<file path="config.mk">
export PLATFORM = sky130hd
export DESIGN_NAME = seq_match_ctrl
export DESIGN_NICKNAME = d
export VERILOG_FILES = /design/src/rtl/seq_match_pkg.sv /design/src/rtl/seq_match_ctrl_pattern_matcher.sv /design/src/rtl/seq_match_ctrl.sv
export SDC_FILE = /design/constraint.sdc
export NUM_CORES = 1
export LEC_CHECK = 0
export CAP_MARGIN = 15
export CORE_MARGIN = 1.5
export CORE_UTILIZATION = 38
export CTS_BUF_LIST = sky130_fd_sc_hd__clkbuf_4
export DETAILED_ROUTE_END_ITERATION = 10
export GPL_TIMING_DRIVEN = 1
export PLACE_DENSITY = 0.59
export SYNTH_ARGS = -nofsm -noshare
export SYNTH_HDL_FRONTEND = slang
export SYNTH_SLANG_ARGS = --single-unit
export TNS_END_PERCENT = 50
</file>
<file path="constraint.sdc">
create_clock -name clock -period 3.54 [get_ports clock]
set_input_delay 0.708 -clock clock [delete_from_list [all_inputs] [get_ports clock]]
set_output_delay 0.708 -clock clock [all_outputs]
set_load 0.02 [all_outputs]
</file>
<file path="src/rtl/seq_match_pkg.sv">
// Shared types and sizing for the serial pattern-match controller.
// Holds the controller state enum and the default widths used by every file.
package seq_match_pkg;

    localparam int MAX_LEN = 8;
    localparam int CNT_W   = 8;
    localparam int LEN_W   = 4;

    typedef enum logic [1:0] {
        S_IDLE,
        S_ARMED,
        S_RUN,
        S_DONE
    } state_t;

endpackage

</file>
<file path="src/rtl/seq_match_ctrl_pattern_matcher.sv">
// Serial history shift register with a length-masked compare against the pattern.
// o_match already includes the bit being shifted in this cycle.
module pattern_matcher
    import seq_match_pkg::*;
#(
    parameter int MAX_LEN = seq_match_pkg::MAX_LEN
) (
    input  logic               clock,
    input  logic               reset,
    input  logic               i_clear,
    input  logic               i_shift,
    input  logic               i_bit,
    input  logic               i_overlap,
    input  logic [MAX_LEN-1:0] i_pattern,
    input  logic [LEN_W-1:0]   i_len,
    output logic               o_match
);

    logic [MAX_LEN-1:0] r_history;
    logic [LEN_W-1:0]   r_bitsSeen;
    logic [MAX_LEN-1:0] w_nextHistory;
    logic [MAX_LEN-1:0] w_mask;
    logic [LEN_W-1:0]   w_nextSeen;

    // A length of MAX_LEN wraps the shifted one to zero, so the subtraction yields all ones.
    always_comb begin
        w_nextHistory = {r_history[MAX_LEN-2:0], i_bit};
        w_nextSeen    = (r_bitsSeen >= i_len) ? i_len : r_bitsSeen + LEN_W'(1);
        w_mask        = (MAX_LEN'(1) << i_len) - MAX_LEN'(1);
        o_match       = i_shift && (w_nextSeen >= i_len) &&
                        ((w_nextHistory & w_mask) == (i_pattern & w_mask));
    end

    always_ff @(posedge clock) begin
        if (reset || i_clear) begin
            r_history  <= '0;
            r_bitsSeen <= '0;
        end else if (i_shift) begin
            r_history  <= w_nextHistory;
            r_bitsSeen <= (o_match && !i_overlap) ? '0 : w_nextSeen;
        end
    end

endmodule

</file>
<file path="src/rtl/seq_match_ctrl.sv">
// Serial sequence-match controller: configuration handshake, run FSM and match counter.
// The bit history and compare live in pattern_matcher.
module seq_match_ctrl
    import seq_match_pkg::*;
#(
    parameter int MAX_LEN = seq_match_pkg::MAX_LEN,
    parameter int CNT_W   = seq_match_pkg::CNT_W
) (
    input  logic               clock,
    input  logic               reset,
    input  logic               cfg_valid,
    output logic               cfg_ready,
    input  logic [MAX_LEN-1:0] cfg_pattern,
    input  logic [LEN_W-1:0]   cfg_len,
    input  logic [CNT_W-1:0]   cfg_target,
    input  logic               cfg_overlap,
    input  logic               start,
    input  logic               abort,
    input  logic               data_in,
    input  logic               data_valid,
    output logic               detect,
    output logic [CNT_W-1:0]   match_count,
    output logic               busy,
    output logic               done,
    output logic               cfg_err
);

    state_t             r_state;
    logic [MAX_LEN-1:0] r_pattern;
    logic [LEN_W-1:0]   r_len;
    logic [CNT_W-1:0]   r_target;
    logic               r_overlap;
    logic [CNT_W-1:0]   r_count;
    logic               r_detect;
    logic               r_cfgErr;
    logic               r_busy;
    logic               r_done;
    logic               r_cfgReady;

    logic               w_cfgLegal;
    logic               w_startGo;
    logic               w_shift;
    logic               w_match;
    logic [CNT_W-1:0]   w_countInc;

    // In DONE a simultaneous configuration offer wins over start.
    assign w_cfgLegal = (cfg_len != '0) && (cfg_len <= LEN_W'(MAX_LEN));
    assign w_startGo  = !abort && start &&
                        ((r_state == S_ARMED) || ((r_state == S_DONE) && !cfg_valid));
    assign w_shift    = !abort && (r_state == S_RUN) && data_valid;
    assign w_countInc = (&r_count) ? r_count : r_count + CNT_W'(1);

    pattern_matcher #(
        .MAX_LEN (MAX_LEN)
    ) u_matcher (
        .clock     (clock),
        .reset     (reset),
        .i_clear   (w_startGo),
        .i_shift   (w_shift),
        .i_bit     (data_in),
        .i_overlap (r_overlap),
        .i_pattern (r_pattern),
        .i_len     (r_len),
        .o_match   (w_match)
    );

    always_ff @(posedge clock) begin
        if (reset) begin
            r_state    <= S_IDLE;
            r_pattern  <= '0;
            r_len      <= '0;
            r_target   <= '0;
            r_overlap  <= 1'b0;
            r_count    <= '0;
            r_detect   <= 1'b0;
            r_cfgErr   <= 1'b0;
            r_busy     <= 1'b0;
            r_done     <= 1'b0;
            r_cfgReady <= 1'b1;
        end else begin
            r_detect <= 1'b0;
            r_cfgErr <= 1'b0;
            if (abort) begin
                r_state    <= S_IDLE;
                r_busy     <= 1'b0;
                r_done     <= 1'b0;
                r_cfgReady <= 1'b1;
            end else begin
                case (r_state)
                    S_IDLE, S_DONE: begin
                        if (cfg_valid) begin
                            if (w_cfgLegal) begin
                                r_pattern  <= cfg_pattern;
                                r_len      <= cfg_len;
                                r_target   <= cfg_target;
                                r_overlap  <= cfg_overlap;
                                r_state    <= S_ARMED;
                                r_busy     <= 1'b0;
                                r_done     <= 1'b0;
                                r_cfgReady <= 1'b0;
                            end else begin
                                r_cfgErr <= 1'b1;
                            end
                        end else if (w_startGo) begin
                            r_count    <= '0;
                            r_state    <= S_RUN;
                            r_busy     <= 1'b1;
                            r_done     <= 1'b0;
                            r_cfgReady <= 1'b0;
                        end
                    end
                    S_ARMED: begin
                        if (w_startGo) begin
                            r_count    <= '0;
                            r_state    <= S_RUN;
                            r_busy     <= 1'b1;
                            r_done     <= 1'b0;
                            r_cfgReady <= 1'b0;
                        end
                    end
                    S_RUN: begin
                        if (w_match) begin
                            r_detect <= 1'b1;
                            r_count  <= w_countInc;
                            if ((r_target != '0) && (w_countInc == r_target)) begin
                                r_state    <= S_DONE;
                                r_busy     <= 1'b0;
                                r_done     <= 1'b1;
                                r_cfgReady <= 1'b1;
                            end
                        end
                    end
                    default: begin
                        r_state    <= S_IDLE;
                        r_busy     <= 1'b0;
                        r_done     <= 1'b0;
                        r_cfgReady <= 1'b1;
                    end
                endcase
            end
        end
    end

    assign cfg_ready   = r_cfgReady;
    assign detect      = r_detect;
    assign match_count = r_count;
    assign busy        = r_busy;
    assign done        = r_done;
    assign cfg_err     = r_cfgErr;

endmodule
</file>
# --- After elaboration in Yosys (flattened, before gate mapping) ---
# Cells that the tools add are included.
# Widths: inputs -> output; s select.
word_totals:
  regBits: 47
  wordCells: 90
classes:
  shifts: 1
  n_reduce_logical: 26
  eq_ne: 9
  n_lt_le_gt_ge: 3
  mux: 29
  bitwise_logic: 6
  addsub: 3
ops:
  columns: ["operator", "n"]
  rows:
  - ["$mux 8", 4]
  - ["$pmux 8 s3", 1]
  - ["$and 8x8->8", 2]
  - ["$eq 8x8->1", 2]
  - ["$mux 1", 13]
  - ["$logic_and 1x1->1", 10]
  - ["$mux 2", 5]
  - ["$pmux 1 s3", 3]
  - ["$add 8x1->8 const B", 1]
  - ["$ge 4x4->1", 2]
  - ["$mux 4", 2]
  - ["$reduce_and 8->1", 1]
  - ["$reduce_bool 8->1", 1]
  - ["$shl 1x4->8 const A", 1]
  - ["$sub 8x2->8 const B", 1]
  - ["$pmux 2 s3", 1]
  - ["$reduce_and 3->1", 2]
  - ["$add 4x1->4 const B", 1]
  - ["$eq 2x2->1 const B", 2]
  - ["$le 4x4->1 const B", 1]
  - ["$ne 2x1->1 const B", 2]
  - ["$not 1->1", 4]
  - ["$reduce_and 4->1", 1]
  - ["$reduce_bool 4->1", 1]
  - ["9 further kinds", 13]

# --- Longest topological paths before layout ---
logic_depth:
  depth_word: 7
  ltp_mapped: 18
  mapped_depth_nobuf: 17

# --- Cells and area by module ---
# From an unflattened synthesis, not the netlist that was laid out.
unflattened:
  cells_unflattened: 353
  hier_area_um2: 3009.1
modules_own_cells:
  columns: ["mod", "seq_area_each_um2", "n_inst", "cells_per_inst", "area_per_inst_um2"]
  rows:
  - ["seq_match_ctrl", 720.7, 1, 244, 2082.0]
  - ["pattern_matcher", 220.2, 1, 109, 927.1]

# --- Worst setup path after synthesis ---
# Ideal clock, no wire load.
synth_timing:
  kind: "reg-to-reg"
  start: "reg u_matcher.r_bitsSeen[0]"
  end: "reg r_count[0] (netlist: match_count[0])"
  n_path_buf: 0
  arrival_time_ns: 3.841
  stages_incl_launch_ff: 16
  setup_time_ns: 0.074
  setup_slack_ns: -0.375
  cell_sequence: "dfxtp_1 inv_1 ha_1 nand2b_1 a21o_1 a21o_1 a21oi_1 mux2_2 ha_1 a211o_1 a21oi_1 a2111oi_1 nand4_2 or4_1 or3_1 o21ai_0"
synth_between:
  elab_chain_len: 7
  elab_cells_between_ends: 8
  cone_classes: "1 x add/sub; 2 x order compare; 1 x eq/ne; 1 x mux; 3 x reduce/logical"
synth_lines:
  columns: ["item", "line", "text"]
  rows:
  - ["start, declared", "seq_match_ctrl_pattern_matcher.sv:20", "logic [LEN_W-1:0] r_bitsSeen;"]
  - ["start signal, assigned", "seq_match_ctrl_pattern_matcher.sv:40", "r_bitsSeen <= (o_match && !i_overlap) ? '0 : w_nextSeen;"]
  - ["$add 4x1->4 or $ge 4x4->1 (tied branches)", "seq_match_ctrl_pattern_matcher.sv:28", "w_nextSeen = (r_bitsSeen >= i_len) ? i_len : r_bitsSeen + LEN_W'(1);"]
  - ["$mux 4 *", "seq_match_ctrl_pattern_matcher.sv:28", null]
  - ["$ge 4x4->1 *", "seq_match_ctrl_pattern_matcher.sv:30", "o_match = i_shift && (w_nextSeen >= i_len) &&"]
  - ["$logic_and 1x1->1 * (2 in a row)", "seq_match_ctrl_pattern_matcher.sv:30", null]
  - ["$ne 2x1->1 (no line) *", null, null]
  - ["$reduce_and 3->1 (no line) *", null, null]
  - ["end signal, assigned", "seq_match_ctrl.sv:124", "r_count <= w_countInc;"]
  - ["end, declared", "seq_match_ctrl.sv:33", "logic [CNT_W-1:0] r_count;"]
# Mark *: on every way between the ends. The rest lies on a longest branch, timed or not.
# A chain may end at the register's enable or synchronous reset.

# --- Final worst setup path ---
layout_timing:
  start: "reg u_matcher.r_bitsSeen[0]"
  end: "reg r_count[5] (netlist: match_count[5])"
# The elaborated chain is that of the path after synthesis.

==> results.toml <==
[setup_path]
end_kind = "flop"
path_depth = 16
slowest_delay_ns = 0.59
critPathArrivalTime_ns = 3.78
worstPathRequired_ns = 3.84
crit_buf_inv = 2
start_kind = "flop"
crit_fanout = 4
critical_path_class = "flop to flop"
critPathSlowestCell = "or4b_2"
crit_chain = "inv_2, ha_4, nand2b_4, a21o_1, a21o_1, a21oi_4, mux2_4, ha_4, a211o_1, a21oi_2, a2111oi_2, nand4_2, buf_4, nor2_1, or4b_2, a21oi_1"
crit_family = "compound AO/OA/AOI/OAI gates"
ff2ff_path_depth = 16

[sta]
clock.fmax_mhz = 287
finalHoldViolCount = 0
fin_crit_sh_pct = 98.3
slew_viol_final = 0
worstMarginPinSlew_ns = 0.536
relSlewSlack_pct = 64.2
finalSetupViolCount = 0
rsz0062_at_grt = "true"
skew_ns = 0.00752
fin_setup_tns_ns = 0
finalCriticalPeriod_ns = 3.48

[global_route]
grt_pass1_wl_mm = 11.2
antenna_found_initial = 0
grt_max_degree = 23
gr-total-overflow = 0
grt_usage_pct = 18.5
grt_pass1_vias = 2361

[power]
powerDensity_nw_per_um2 = 303
cellLeakagePower_nw = 1.21
finalPower_mw = 1.04
peakVddDrop_uv = 147

[synth]
ys_ff_latch = 47
yosys.area.top_type = "dfxtp_1"
ys_warn_count = 0
yosysMostFrequentCell = "dfxtp_1"
synth-main-ff-cell = "dfxtp_1"
ys_seq_area_share_pct = 34.8
async_flop_share_pct = 0
syn_nets = 361
ys_types = 55
synth_edf_count = 0
syn_area_um2 = 2700
postSynthAreaPerCell_um2 = 8.46
synth.area.top_cells = "dfxtp_1 (35%), mux2i_1 (8.5%), ha_1 (6.5%), a21oi_1 (4.8%), nor2_1 (4.6%)"
syn_inst = 319
synth_top_area_share_pct = 34.8
synthTopCellsByCount = "dfxtp_1 (47), nor2_1 (33), nand2_1 (28)"

[floorplanning]
core_area_um2 = 6830
rows = 30
initial_core_util_pct = 39.5
die_y_um = 87.3
num_io_pins = 41
fp.dieW_um = 87.3
design.die.area_um2 = 7620

[route]
antenna_left = 0
avgRoutedWirePerCell_um = 13.9
drc = 0
vias_per_cell = 5.07
firstDrtPassIters = 4
drtIter0Drc = 88
wl_mm = 6.51
route.vias.total = 2371

[clocking]
numCtsBuffers = 5
clockBufferDepth = 2
cts_num_sinks = 47
clk_latency_ns = 0.36
cts_tree = "done"
htree_levels = 2
root_buffer = "clkbuf_4"
clkTransAtPathRegs_ns = 0.14

[finish]
syn_to_final_growth_pct = 27.8
final_nets = 413
post-route-util_pct = 50.5
drive_gt1_share_pct = 14.5
instances_no_fill = 468
fill_cells = 696
final_area_um2 = 3450
diodes = 0

[run]
drv_cap = 0

[placement]
placed_cells = 457
place_area_um2 = 3310
portBuffers = 40
dp_hpwl_mm = 4.86
gp_congestion = 0.826

[hold_path]
worstHoldPathCells = 1
hold_class = "flop to flop"

[status]
status = "finished clean"
-- report_power, final --
part | switching (mW) | total (mW) | leakage (nW) | internal (mW)
Clock | 0.182 | 0.331 | 0.0452 | 0.149
Combinational | 0.0778 | 0.164 | 0.785 | 0.0859
Sequential | 0.00943 | 0.550 | 0.382 | 0.541
Total | 0.269 | 1.04 | 1.21 | 0.775
-- worst reg2reg max path, stage by stage, from the launching register on --
cell and delay (ns):
dfxtp_2 0.36, inv_2 0.04, ha_4 0.20, nand2b_4 0.13
a21o_1 0.16, a21o_1 0.19, a21oi_4 0.15, mux2_4 0.34
ha_4 0.26, a211o_1 0.13, a21oi_2 0.06, a2111oi_2 0.24
nand4_2 0.18, buf_4 0.18, nor2_1 0.08, or4b_2 0.59
a21oi_1 0.14
-- worst paths after layout --
check	to	start	slack [ns]
setup / recovery	match_count[5]$_SDFFE_PP0P_	u_matcher.r_bitsSeen[0]$_SDFFE_PP0P_	0.06
hold / removal	cfg_ready$_SDFFE_PP1P_	cfg_ready$_SDFFE_PP1P_	0.49
setup reg to reg	match_count[5]$_SDFFE_PP0P_	u_matcher.r_bitsSeen[0]$_SDFFE_PP0P_	0.06
hold reg to reg	cfg_ready$_SDFFE_PP1P_	cfg_ready$_SDFFE_PP1P_	0.49
-- cell families (layout without fill, tap and decap cells) --
kind of cell | Yosys count | count (layout) | share of synthesized area, %
AO/OA/AOI/OAI | 77 | 77 | 18.5
buffers and inverters | 27 | 80 | 4.08
AND/OR/NAND/NOR | 109 | 109 | 20.3
multiplexers | 24 | 24 | 8.94
adder cells (fa/ha/maj) | 14 | 14 | 6.49
flip-flops | 47 | 47 | 34.8
XOR/XNOR | 21 | 21 | 6.81
-- area by class of cell --
| type | count | area, um2 | share of cell area, % |
|---|---|---|---|
| Clock buffer | 5 | 37.5 | 1.09 |
| Clock inverter | 3 | 43.8 | 1.27 |
| Inverter | 13 | 48.8 | 1.41 |
| Multi-Input combinational cell | 245 | 1710 | 49.7 |
| Sequential cell | 47 | 945 | 27.4 |
| Tap cell | 96 | 120 | 3.48 |
| Timing Repair Buffer | 59 | 543 | 15.7 |
-- metal layers --
layer	part of all wire (%)	up-vias	GRT usage, %	wire length (um)
met2	45	44	29.0	2910
met3	3.7	4	4.27	239
li1	-	1241	-	-
met1	51	1082	25.1	3300
met4	0.81	0	6.06	53
met5	0	-	0	0
-- through the flow --
stage,setup slack [ns],hold slack (ns)
after floorplan,0.00157,0.449
after global placement,0.0724,0.457
after detailed placement,-0.0561,0.460
after CTS,0.0315,0.492
after global routing,-0.163,0.513
final,0.0608,0.490
-- state kept, by name, summed over array words and instances (netlist names), 2 cells and up --
name and count:
r_state 2, match_count 8, u_matcher.r_bitsSeen 4, u_matcher.r_history 7, r_target 8, r_len 4
r_pattern 8
-- placed cells by master, fill, tap and decap left out, drive strengths merged, types with 3 or more instances in the layout --
master,n
nand2,28
a31oi,3
clkdlybuf4s50,40
a21o,3
nor2,33
clkbuf,5
a41oi,3
and2,3
buf,19
o21ai,19
xor2,7
nor3,6
a21oi,26
dfxtp,47
xnor2,14
mux2i,23
inv,13
a211oi,5
nand2b,8
ha,14
nand3,11
nor4,5
-- what timing repair did --
| item | 4_1_cts | 5_1_grt |
|---|---|---|
| endpoints found under the setup margin | 4 | 11 |
| buffers inserted | 2 | 1 |
| hold buffers | 0 | 0 |
| pin swaps | 1 | 0 |
| gates resized for setup | 7 | 3 |
(Power assumes the default switching activity.)
==> patch (same flow settings) <==
Reset style: asynchronous (`reset`), changed in one clocked block.
--- a/src/rtl/seq_match_ctrl.sv
+++ b/src/rtl/seq_match_ctrl.sv
@@ -64,7 +64,7 @@
         .o_match   (w_match)
     );
 
-    always_ff @(posedge clock) begin
+    always_ff @(posedge clock or posedge reset) begin
         if (reset) begin
             r_state    <= S_IDLE;
             r_pattern  <= '0;
Behaviour: differs if reset is asserted again (counterexample within 4 cycles, from zero or initial values and one cycle with reset high); with reset held inactive, the same outputs for 4 cycles.
==> patch against the unedited design <==
Synthesized area up 13%; hold slack worse by 0.0081 ns; clock skew up 0.0083 ns; count of clock-buffer cells in the layout unchanged; core utilization down 2.8 points; sequential cell count unchanged; setup slack better by 0.16 ns; synthesized cell count up 6.0%; die area up 12%; cell area up 6.8%; routed wire length up 10%.
Power is not compared: it rests on default switching activity, and its combinational part moved more than twofold at a synthesized area within 25%.
==> patch: results (changes against the unedited design) <==
| Metric | Value |
|---|---|
| Setup WS pre-CTS | `0.0204 ns (+0.0765 ns)` |
| Global placer's final weighted congestion | `0.850 (+2.9%)` |
| WL/cell | `14.9 µm (+7.0%)` |
| Post-Place Cells | `474 (+3.7%)` |
| Clock slew at reported path FFs | `around 0.15 ns` |
| # port buffers | `40 (unchanged)` |
| Routed wire length | `7.17 mm (+10%)` |
| Register area share after synthesis | `0.368 (+0.0196)` |
| CP max FO | `8 (+4)` |
| Synth warn | `0 (unchanged)` |
| Commonest cells post-synth | `dfrtp_1, nand2_1, a21oi_1` |
| Fraction of registers with async set/reset | `0.766 (+0.766)` |
| Main synth FF type | `dfrtp_1` |
| Initial antenna violation count | `0 (unchanged)` |
| Fraction of layout cells with a size suffix above 1 | `0.155 (+0.0101)` |
| Root Driver | `clkbuf_4` |
| Initial DRC Count | `157 (+78%)` |
| Post-DP HPWL | `5.37 mm (+11%)` |
| Critical path arrival | `3.60 ns (-0.18 ns)` |
| Antenna cells | `0 (unchanged)` |
| Number of global-route vias before repair | `2,437 (+3.2%)` |
| Unique masters post-synth | `61 (+11%)` |
| Synth area leaders | `dfrtp_1, dfxtp_1, mux2_2` |
| Worst-Skew Late Latency | `~0.37 ns` |
| Via-per-instance ratio | `5.40 (+6.6%)` |
| First-pass GRT wire length | `12.1 mm (+7.8%)` |
| Static Leakage | `roughly 1.5 nW` |
| First-pass DRT Iterations | `4 (unchanged)` |
| Nets@finish | `421 (+1.9%)` |
| GRT Resource Usage Total | `0.178 (-0.00739)` |
| Slew headroom | `0.440 (-0.202)` |
| Clk_skew | `0.0158 ns (+0.00832 ns)` |
| Outcome | `completed` |
| Cell area after placement | `3590 µm² (+8.5%)` |
| HP Class | `reg -> reg` |
| Top cell type's share of synthesized area | `0.287 (-0.0612)` |
| Post-CTS Setup Inserts | `0 (-2)` |
| VDD IR max | `about 0.00026 V` |
| Net Count, Synth | `380 (+5.3%)` |
| Largest net degree at the start of global routing | `37 (+61%)` |
| Synthesized instance count | `338 (+6.0%)` |
[patch: area by class of cell]
| cell class | count | area, µm² |
|---|---|---|
| Clock buffer | 5 | 37.5 |
| Multi-Input combinational cell | 253 | 1780 |
| Clock inverter | 3 | 43.8 |
| Timing Repair Buffer | 53 | 502 |
| Tap cell | 102 | 128 |
| Sequential cell | 47 | 1120 |
| Inverter | 19 | 71.3 |
| Fill cell | 742 | 4040 |
[patch: final timing paths]
path / from / endpoint / slack [ns] / cells past startpoint
hold reg to reg: u_matcher.r_history[6] / u_matcher.r_history[6] / 0.48 / 2
setup / recovery: r_len[0] / r_state[1] / 0.22 / 14
min in group asynchronous: reset / r_state[1] / 0.75 / 3
setup reg to reg: r_len[0] / r_state[1] / 0.22 / 14
max in group asynchronous: reset / r_len[1] / 2.44 / 3
hold / removal: u_matcher.r_history[6] / u_matcher.r_history[6] / 0.48 / 2
[patch: report_power, final]
| part | leakage [nW] | internal (mW) | switching (mW) |
|---|---|---|---|
| clock network | 0.0452 | 0.149 | 0.185 |
| logic | 0.895 | 0.370 | 0.387 |
| registers | 0.541 | 0.658 | 0.124 |
[patch: metrics by stage]
step / utilization / TNS, ns
2_1_floorplan: - / 0
3_3_place_gp: 0.464 / 0
3_5_place_dp: 0.464 / 0
4_1_cts: 0.475 / 0
5_1_grt: 0.477 / -0.00896
6_report: 0.477 / 0
[patch: per-layer routing]
metal  part of all wire  vias up  track usage
li1                   -     1301            -
met1               0.50     1233        0.256
met2               0.44       63        0.271
met3              0.048        7       0.0328
met4              0.011        0       0.0500
met5                  0        -            0
[patch: timing repair]
action,CTS,global route
gates resized for setup,0,5
setup endpoints to repair,0,17
hold buffers,0,0
[patch: cell families after synthesis]
logic type	Yosys count	share of synthesized area
flops	47	0.368
xor+xnor	19	0.0546
fa+ha+maj	14	0.0574
simple gates	105	0.181
buf+inv	38	0.0533
compound gates	94	0.209
mux	21	0.0767
[patch: critical path, stage by stage (launching register included)]
cell,delay (ns)
dfrtp_1,0.41
ha_1,0.28
nand2b_1,0.14
a21o_1,0.17
a21o_1,0.20
a21oi_4,0.19
mux2_2,0.37
ha_1,0.29
nand2_1,0.05
o21ai_1,0.15
o2111ai_2,0.21
nor4_4,0.30
buf_6,0.16
nand2_2,0.07
o211a_1,0.24
